--- config.mk ---
export PLATFORM = sky130hd
export DESIGN_NAME = fifo_multi_ch
export DESIGN_NICKNAME = d
export VERILOG_FILES = /design/src/rtl/fifo_pkg.sv /design/src/rtl/fifo_ch.sv /design/src/rtl/fifo_multi_ch.sv
export SDC_FILE = /design/constraint.sdc
export NUM_CORES = 1
export LEC_CHECK = 0
export CAP_MARGIN = 20
export CORE_ASPECT_RATIO = 1.2
export CORE_MARGIN = 2
export CORE_UTILIZATION = 58
export DETAILED_ROUTE_END_ITERATION = 8
export GPL_TIMING_DRIVEN = 0
export MAX_ROUTING_LAYER = met4
export PLACE_DENSITY = 0.78
export SYNTH_ARGS = -nofsm -noshare
export SYNTH_HDL_FRONTEND = slang
export SYNTH_HIERARCHICAL = 1
export SYNTH_SLANG_ARGS = --single-unit
--- constraint.sdc ---
create_clock -name clk -period 3.7 [get_ports clk]
set_input_delay 0.74 -clock clk [delete_from_list [all_inputs] [get_ports clk]]
set_output_delay 0.74 -clock clk [all_outputs]
set_load 0.02 [all_outputs]
--- src/rtl/fifo_pkg.sv ---
// Shared sizing helpers for the multi-channel FIFO: depth, count width and channel slicing.
package fifo_pkg;

    function automatic int fifo_depth(input int addr_w);
        return 1 << addr_w;
    endfunction

    // Count must represent 0..DEPTH inclusive, hence one bit more than the pointers.
    function automatic int fifo_cnt_w(input int addr_w);
        return addr_w + 1;
    endfunction

    function automatic int ch_lsb(input int ch, input int width);
        return ch * width;
    endfunction

endpackage

--- src/rtl/fifo_ch.sv ---
// One FIFO channel: full-depth storage, 1-cycle registered read, count-derived flags, error flag.
// Latency: read data one cycle after accept. Backpressure: writes refused at full unless a read frees a slot.
// Optional FIFO_STICKY_ERR_EN: error latches until err_clr or reset.
module fifo_ch
    import fifo_pkg::*;
#(
    parameter int DATA_SIZE = 12,
    parameter int ADDR_W    = 3
) (
    input  logic                 clk,
    input  logic                 reset,
    input  logic                 write,
    input  logic                 read,
    input  logic [DATA_SIZE-1:0] data_in,
    input  logic [ADDR_W:0]      th_almost_full,
    input  logic [ADDR_W:0]      th_almost_empty,
`ifdef FIFO_STICKY_ERR_EN
    input  logic                 err_clr,
`endif
    output logic [DATA_SIZE-1:0] data_out,
    output logic                 valid,
    output logic                 fifo_full,
    output logic                 fifo_empty,
    output logic                 almost_full,
    output logic                 almost_empty,
    output logic                 fifo_error,
    output logic [ADDR_W:0]      count
);

    localparam int DEPTH = fifo_depth(ADDR_W);
    localparam int CNT_W = fifo_cnt_w(ADDR_W);
    localparam logic [CNT_W-1:0] FULL_CNT = CNT_W'(DEPTH);

    logic [DATA_SIZE-1:0] mem_q [DEPTH];
    logic [ADDR_W-1:0]    wr_ptr_q, wr_ptr_d;
    logic [ADDR_W-1:0]    rd_ptr_q, rd_ptr_d;
    logic [CNT_W-1:0]     cnt_q, cnt_d;
    logic [DATA_SIZE-1:0] dout_q, dout_d;
    logic                 vld_q, vld_d;
    logic                 err_q, err_d;

    logic empty, full, rd_acc, wr_acc, ovf, unf;

    assign empty  = (cnt_q == '0);
    assign full   = (cnt_q == FULL_CNT);
    assign rd_acc = read & ~empty;
    // A read in the same cycle frees the slot, so a write at full still lands.
    assign wr_acc = write & (~full | rd_acc);
    assign ovf    = write & ~wr_acc;
    assign unf    = read & empty;

    always_comb begin
        wr_ptr_d = wr_ptr_q;
        rd_ptr_d = rd_ptr_q;
        cnt_d    = cnt_q;
        dout_d   = dout_q;
        vld_d    = 1'b0;
        if (wr_acc) begin
            wr_ptr_d = wr_ptr_q + 1'b1;
        end
        if (rd_acc) begin
            rd_ptr_d = rd_ptr_q + 1'b1;
            dout_d   = mem_q[rd_ptr_q];
            vld_d    = 1'b1;
        end
        case ({wr_acc, rd_acc})
            2'b10:   cnt_d = cnt_q + 1'b1;
            2'b01:   cnt_d = cnt_q - 1'b1;
            default: cnt_d = cnt_q;
        endcase
`ifdef FIFO_STICKY_ERR_EN
        // A fresh error takes priority over a clear in the same cycle.
        err_d = ovf | unf | (err_q & ~err_clr);
`else
        err_d = ovf | unf;
`endif
    end

    always_ff @(posedge clk) begin
        if (reset) begin
            wr_ptr_q <= '0;
            rd_ptr_q <= '0;
            cnt_q    <= '0;
            dout_q   <= '0;
            vld_q    <= 1'b0;
            err_q    <= 1'b0;
        end else begin
            wr_ptr_q <= wr_ptr_d;
            rd_ptr_q <= rd_ptr_d;
            cnt_q    <= cnt_d;
            dout_q   <= dout_d;
            vld_q    <= vld_d;
            err_q    <= err_d;
        end
    end

    // Storage is not reset; stale words are unreachable once pointers clear.
    always_ff @(posedge clk) begin
        if (!reset && wr_acc) begin
            mem_q[wr_ptr_q] <= data_in;
        end
    end

    assign data_out     = dout_q;
    assign valid        = vld_q;
    assign fifo_full    = full;
    assign fifo_empty   = empty;
    assign almost_full  = (cnt_q >= th_almost_full);
    assign almost_empty = (cnt_q <= th_almost_empty);
    assign fifo_error   = err_q;
    assign count        = cnt_q;

endmodule

--- src/rtl/fifo_multi_ch.sv ---
// NUM_CH independent FIFO channels (one per traffic class) with packed per-channel buses.
// Latency: 1 cycle read-to-data per channel. Backpressure: per-channel full flag; refused writes raise fifo_error.
// Optional FIFO_STICKY_ERR_EN adds err_clr and makes fifo_error sticky.
module fifo_multi_ch
    import fifo_pkg::*;
#(
    parameter int DATA_SIZE = 12,
    parameter int ADDR_W    = 3,
    parameter int NUM_CH    = 4
) (
    input  logic                        clk,
    input  logic                        reset,
    input  logic [NUM_CH-1:0]           write,
    input  logic [NUM_CH-1:0]           read,
    input  logic [NUM_CH*DATA_SIZE-1:0] data_in,
    input  logic [ADDR_W:0]             th_almost_full,
    input  logic [ADDR_W:0]             th_almost_empty,
`ifdef FIFO_STICKY_ERR_EN
    input  logic [NUM_CH-1:0]           err_clr,
`endif
    output logic [NUM_CH*DATA_SIZE-1:0] data_out,
    output logic [NUM_CH-1:0]           valid,
    output logic [NUM_CH-1:0]           fifo_full,
    output logic [NUM_CH-1:0]           fifo_empty,
    output logic [NUM_CH-1:0]           almost_full,
    output logic [NUM_CH-1:0]           almost_empty,
    output logic [NUM_CH-1:0]           fifo_error,
    output logic [NUM_CH*(ADDR_W+1)-1:0] count
);

    localparam int CNT_W = fifo_cnt_w(ADDR_W);

    for (genvar c = 0; c < NUM_CH; c++) begin : g_ch
        fifo_ch #(
            .DATA_SIZE (DATA_SIZE),
            .ADDR_W    (ADDR_W)
        ) u_ch (
            .clk             (clk),
            .reset           (reset),
            .write           (write[c]),
            .read            (read[c]),
            .data_in         (data_in[ch_lsb(c, DATA_SIZE) +: DATA_SIZE]),
            .th_almost_full  (th_almost_full),
            .th_almost_empty (th_almost_empty),
`ifdef FIFO_STICKY_ERR_EN
            .err_clr         (err_clr[c]),
`endif
            .data_out        (data_out[ch_lsb(c, DATA_SIZE) +: DATA_SIZE]),
            .valid           (valid[c]),
            .fifo_full       (fifo_full[c]),
            .fifo_empty      (fifo_empty[c]),
            .almost_full     (almost_full[c]),
            .almost_empty    (almost_empty[c]),
            .fifo_error      (fifo_error[c]),
            .count           (count[ch_lsb(c, CNT_W) +: CNT_W])
        );
    end

endmodule
==> flow_summary_export.csv, run 1 <==
group,metric,value,unit
place,post-dp-hpwl,29390,um
place,gp_congestion,0.7813,
min_path,hp-class,"flip-flop to flip-flop",
timing,rsz0062_at_grt,"false",
clocking,cts_hold_buf,0,
power_and_ir_drop,ir_drop,559.1,uV
yosys,netlist_instances,1180,
route,vias,11270,
route,vias_per_cell,5.892,
clocking,clockBufferDepth,3,
clocking,cts_sinks,480,
critical_path,critPathMaxFanout,4,
yosys,syn_area,19910,sq um
timing,slew_violations,0,
clocking,clock_latency,550,ps
grt,grt_pass1_wl,65430,um
yosys,synth_ff_type,"edfxtp_1",
floorplan,start_util,0.5861,
floorplan,io_pins,154,
route,drt_wl_total,42760,um
floorplan,die_h,207.0,um
critical_path,critical-path-max-stage-delay,670,ps
grt,grt_max_degree,16,
power_and_ir_drop,p_per_area,701.7,nW/um^2
route,wl_met1,16570,um
route,first_iter_violations,1071,
grt,grt.total_usage,0.2477,
place,pre_cts_slack,-314.2,ps
timing,min_period_over_period,0.9882,
clocking,post_cts_buffers,0,
status,status,"finished clean",
timing,hold_viol,0,
floorplan,die_x,173.2,um
floorplan,num_rows,74,
power_and_ir_drop,p_total,16.79,mW
route,wl_met3,2945,um
critical_path,startpoint,"th_almost_full[1]",
final_layout,final_cell_area,23920,sq um
timing,max_freq,0.2735,GHz
job,maxCapViolations,0,
yosys,synthArstFlopShare,0,
critical_path,timing.rr.start,"g_ch[1].u_ch/count[3]",
place,dpl_cell_area,22470,sq um
yosys,ys_seq_area_frac,0.6755,
route,drt_first_pass_iters,5,
timing,setup_ws,43.49,ps
timing,finalCriticalPeriod,3657,ps
final_layout,nFillCells,2166,
floorplan,core_area,33980,sq um
final_layout,final_cell_mix,"edfxtp_1, clkdlybuf4s50_1, nor2_1, mux4_2, dfxtp_1",
timing,tightest_slew,965.6,ps
timing,setup_violations,0,
timing,skew,14.61,ps
critical_path,worstSetupPathType,"input port to output port",
critical_path,critical_path.top_delay_family,"buffers and inverters",
critical_path,arrival,2920,ps
grt,antenna_found_initial,2,
route,top_layer,"met4",
critical_path,crit_path_top_delay_cell,"clkdlybuf4s50_1",
final_layout,drive_above_1_share,0.1926,
critical_path,startpoint_type,"input port",
yosys,synth_fp_nets,1298,
floorplan,fp.dieArea,35840,sq um
route,dr_wl_met2,21920,um
timing,fin_tns_setup,0,ps
yosys,yosys.cell_types.count,44,
final_layout,area_growth,20.13,%
final_layout,final_nets,1534,
yosys,synth_edf_count,384,
grt,overflow,0,
critical_path,cp-end-kind,"output port",
yosys,ys_ff_latch,480,
min_path,min_from,"g_ch[1].u_ch/data_out[2]",
route,wl_per_cell,22.36,um
power_and_ir_drop,leakagePower,8.103,nW
route,postRouteAntennaNets,0,
clocking,numCtsBuffers,46,
route,drc,0,
timing,relSlewSlack,0.3509,
final_layout,final_common_cell,"edfxtp_1",
critical_path,cp.required,2960,ps
clocking,clk_pin_slew,60,ps
clocking,cts-root-buf,"clkbuf_16",
critical_path,path_cells,"clkdlybuf4s50_1, inv_1, ha_1, a21o_1, a21o_1, a21o_1, clkdlybuf4s50_1",
final_layout,seq_area,13450,sq um
critical_path,crit_top_cell,"a21o_1",
critical_path,crit_buf_inv,3,
place,io_buffer_count,152,
yosys,synth_area_per_cell,16.88,sq um
clocking,cts_tree,"yes",
final_layout,multiInputGateArea,5916,sq um
clocking,htreeDepth,2,
grt,grt_pass1_vias,11570,
yosys,yosysWarningCount,6,
flip-flops by register name, indices dropped and copies added (netlist names):
signal                cells
g_ch.u_ch/data_out       48
g_ch.u_ch/fifo_error      4
g_ch.u_ch/valid           4
g_ch.u_ch/mem_q         384
g_ch.u_ch/count          16
g_ch.u_ch/wr_ptr_q       12
g_ch.u_ch/rd_ptr_q       12
metrics by stage:
stage                     hold WS [ps]  utilization  instances
after floorplan                  560.0            -       1180
after global placement           485.2       0.6476       1788
after detailed placement         491.2       0.6614       1824
after CTS                        499.2       0.7039       1910
after global routing             513.3       0.7040       1912
final                            495.7       0.7040       1912
layer usage:
| metal | global-route usage | up-vias |
|---|---|---|
| li1 | - | 5082 |
| met1 | 0.3052 | 5669 |
| met2 | 0.4174 | 424 |
| met3 | 0.04322 | 91 |
| met4 | 0.09080 | 0 |
| met5 | - | - |
timing repair:
action | 4_1_cts | 5_1_grt
endpoints found under the setup margin | 7 | 0
hold endpoints to repair | 0 | 0
gates resized for setup | 6 | 0
worst paths after layout:
check | slack (ps) | cells past startpoint | endpoint
setup reg to reg | 980 | 10 | g_ch[1].u_ch/count[3]
hold / removal | 500 | 2 | g_ch[1].u_ch/data_out[2]
hold reg to reg | 500 | 2 | g_ch[1].u_ch/data_out[2]
setup / recovery | 40 | 7 | almost_full[1]
logic make-up (layout without fill, tap and decap cells):
logic type | Yosys count | in the layout | share of synthesized area
XOR/XNOR | 28 | 28 | 0.01231
flip-flops | 480 | 480 | 0.6755
AND/OR/NAND/NOR | 208 | 208 | 0.04901
AO/OA/AOI/OAI | 144 | 144 | 0.05730
other | 0 | 2 | 0
buffers and inverters | 112 | 386 | 0.03292
multiplexers | 156 | 156 | 0.1387
adder cells (fa/ha/maj) | 52 | 52 | 0.03418
final cells by class:
type,instances,area share
Antenna cell,2,0.0002092
Buffer,72,0.02113
Clock buffer,62,0.05371
Clock inverter,24,0.006956
Inverter,40,0.006276
Multi-Input combinational cell,588,0.2473
Sequential cell,480,0.5623
Tap cell,456,0.02385
Timing Repair Buffer,188,0.07824
report_power, final:
part	switching, mW	total (mW)	internal (mW)	leakage (nW)
Sequential	0.387	6.67	6.29	4.26
Clock	1.92	4.49	2.58	0.705
Combinational	2.89	5.62	2.73	3.14
synthesized netlist by cell type (8+ instances only):
cell / instances / area [sq um]
nand2_1: 20 / 75.07
inv_1: 40 / 150.1
buf_2: 16 / 80.08
dfxtp_1: 96 / 1922
ha_1: 48 / 600.6
o21ai_0: 8 / 40.04
nor2_1: 112 / 420.4
xor2_1: 12 / 105.1
clkbuf_1: 16 / 60.06
mux4_2: 96 / 2162
mux2i_1: 60 / 600.6
nor3_1: 16 / 80.08
a21o_1: 12 / 90.09
nand2b_1: 16 / 100.1
edfxtp_1: 384 / 11530
buf_4: 8 / 60.06
o21a_1: 8 / 60.06
o211ai_1: 8 / 60.06
a211oi_1: 52 / 390.4
xnor2_1: 16 / 140.1
nand3b_1: 12 / 90.09
buf_6: 24 / 270.3
a21oi_1: 16 / 80.08
tightest hold or removal path: cells and delay by family, from the launching register on:
| family | cells | cell delay [ps] |
|---|---|---|
| flip-flops | 1 | 300 |
| AND/OR/NAND/NOR | 1 | 90 |
| AO/OA/AOI/OAI | 1 | 50 |
Note: power is estimated with default switching activity, not from simulation.
==> inputs of run 2 (changes only) <==
--- a/config.mk
+++ b/config.mk
@@ -8,11 +8,11 @@
 export CAP_MARGIN = 20
 export CORE_ASPECT_RATIO = 1.2
 export CORE_MARGIN = 2
-export CORE_UTILIZATION = 58
+export CORE_UTILIZATION = 55
 export DETAILED_ROUTE_END_ITERATION = 8
 export GPL_TIMING_DRIVEN = 0
 export MAX_ROUTING_LAYER = met4
-export PLACE_DENSITY = 0.78
+export PLACE_DENSITY = 0.76
 export SYNTH_ARGS = -nofsm -noshare
 export SYNTH_HDL_FRONTEND = slang
 export SYNTH_HIERARCHICAL = 1
==> run 2 against run 1 <==
  * Sequential power barely moved
  * Worst setup slack improved by 29 ps
  * Via count down 0.69%
  * Final cell count up 0.52%
  * Largest power group unchanged
==> flow_summary_export.csv, run 2 (synthesis gave the netlist of run 1 again) <==
group,metric,value,unit
place,io_buffer_count,152,
power_and_ir_drop,p_per_area,703.6,nW/um^2
clocking,clockBufferDepth,3,
critical_path,startpoint_type,"input port",
grt,antenna_found_initial,1,
critical_path,path_cells,"clkdlybuf4s50_1, inv_1, ha_1, o21a_1, o21ai_0, clkdlybuf4s50_1",
critical_path,reg2reg_to,"g_ch[3].u_ch/count[3]",
critical_path,critical-path-max-stage-delay,660,ps
clocking,cts-root-buf,"clkbuf_16",
timing,tightest_slew,994.4,ps
route,drt_first_pass_iters,7,
timing,finalCriticalPeriod,3628,ps
timing,fin_hold_ws,496.7,ps
power_and_ir_drop,p_total,16.87,mW
place,gp_congestion,0.8133,
critical_path,cp-endpoint,"almost_empty[1]",
timing,setup_violations,0,
route,wl_per_cell,21.92,um
timing,hold_viol,0,
critical_path,crit_top_cell,"clkdlybuf4s50_1",
floorplan,fp.dieArea,37750,sq um
clocking,htreeDepth,2,
timing,slew_violations,0,
route,drc,0,
timing,rsz0062_at_grt,"false",
route,first_iter_violations,1004,
critical_path,critPathMaxFanout,4,
final_layout,largest_register_ffs,384,
clocking,cts_tree,"yes",
route,vias,11190,
timing,min_period_over_period,0.9805,
min_path,hp-class,"flip-flop to flip-flop",
grt,grt_pass1_vias,11370,
final_layout,drive_above_1_share,0.1948,
floorplan,num_rows,76,
final_layout,fin_util,0.6706,
critical_path,worstSetupPathType,"input port to output port",
final_layout,area_growth,20.39,%
clocking,cts_resized,5,
critical_path,arrival,2890,ps
floorplan,die_h,212.4,um
route,drt_wl_total,42130,um
floorplan,start_util,0.5570,
floorplan,core_area,35750,sq um
route,vias_per_cell,5.821,
final_layout,final_common_cell,"edfxtp_1",
grt,grt.total_usage,0.2332,
critical_path,crit_path_top_delay_cell,"clkdlybuf4s50_1",
timing,skew,9.944,ps
critical_path,timing.rr.start,"g_ch[3].u_ch/count[3]",
final_layout,final_nets,1533,
job,maxCapViolations,0,
critical_path,cp.required,2960,ps
final_layout,final_cell_mix,"edfxtp_1, clkdlybuf4s50_1, nor2_1, mux4_2, dfxtp_1",
clocking,clk_pin_slew,60,ps
route,postRouteAntennaNets,0,
timing,setup_ws,72.15,ps
critical_path,startpoint,"th_almost_empty[3]",
floorplan,io_pins,154,
floorplan,die_x,177.7,um
power_and_ir_drop,ir_drop,555.7,uV
place,post-dp-hpwl,29010,um
clocking,numCtsBuffers,47,
critical_path,reg2reg_depth,10,
clocking,cts_hold_buf,0,
place,pre_cts_slack,-266.4,ps
timing,relSlewSlack,0.3353,
status,status,"finished clean",
critical_path,cp-end-kind,"output port",
clocking,clock_latency,540,ps
grt,grt_max_degree,16,
grt,grt_pass1_wl,64300,um
clocking,cts_sinks,480,
critical_path,regToRegSetupSlack,950,ps
grt,overflow,0,
power_and_ir_drop,leakagePower,8.129,nW
final_layout,regMostFlops,"g_ch.u_ch/mem_q",
clocking,post_cts_buffers,0,
timing,max_freq,0.2756,GHz
==> run 2: cell type report <==
class                           instances  area [sq um]
Sequential cell                       480         13450
Fill cell                            2458         11780
Multi-Input combinational cell        588          5916
Timing Repair Buffer                  186          1858
Clock buffer                           68          1348
Tap cell                              468         585.6
Buffer                                 72         505.5
Clock inverter                         19         156.4
Inverter                               40         150.1
Antenna cell                            1         2.502
==> run 2: how the worst min path moves through the flow <==
stage                                     endpoint                startpoint  cells past startpoint
after global placement    g_ch[1].u_ch/data_out[8]  g_ch[1].u_ch/data_out[8]                      2
after global routing      g_ch[2].u_ch/data_out[5]  g_ch[2].u_ch/data_out[5]                      2
after CTS                 g_ch[3].u_ch/data_out[9]  g_ch[3].u_ch/data_out[9]                      2
after floorplan           g_ch[0].u_ch/wr_ptr_q[1]  g_ch[0].u_ch/wr_ptr_q[1]                      2
final                     g_ch[2].u_ch/data_out[5]  g_ch[2].u_ch/data_out[5]                      2
after detailed placement  g_ch[3].u_ch/data_out[9]  g_ch[3].u_ch/data_out[9]                      2
==> run 2: worst max-delay path: cells and delay by family <==
kind                       cells  cell delay (ps)
AOI/OAI and AO/OA              2              370
adders and majority gates      1              340
buffers and inverters          3             1430
==> run 2: per-stage QoR <==
stage,instance area (sq um),TNS (ps),std cells
2_1_floorplan,19910,0,1180
5_1_grt,23980,0,1922
3_3_place_gp,22020,-126540,1800
4_1_cts,23980,0,1921
6_report,23980,0,1922
3_5_place_dp,22480,-915.8,1834
==> run 2: where the power goes <==
part | total [mW] | internal (mW) | switching (mW)
logic | 5.60 | 2.74 | 2.86
registers | 6.66 | 6.29 | 0.369
clock network | 4.61 | 2.68 | 1.93
total | 16.9 | 11.7 | 5.17
==> run 2: routing by layer <==
layer	part of all wire	routed length [um]	vias to the layer above	track usage
met5	0	0	-	-
met4	0.021	888	0	0.06218
met3	0.052	2179	70	0.03684
met2	0.51	21580	323	0.3920
met1	0.41	17480	5704	0.2978
li1	-	-	5091	-
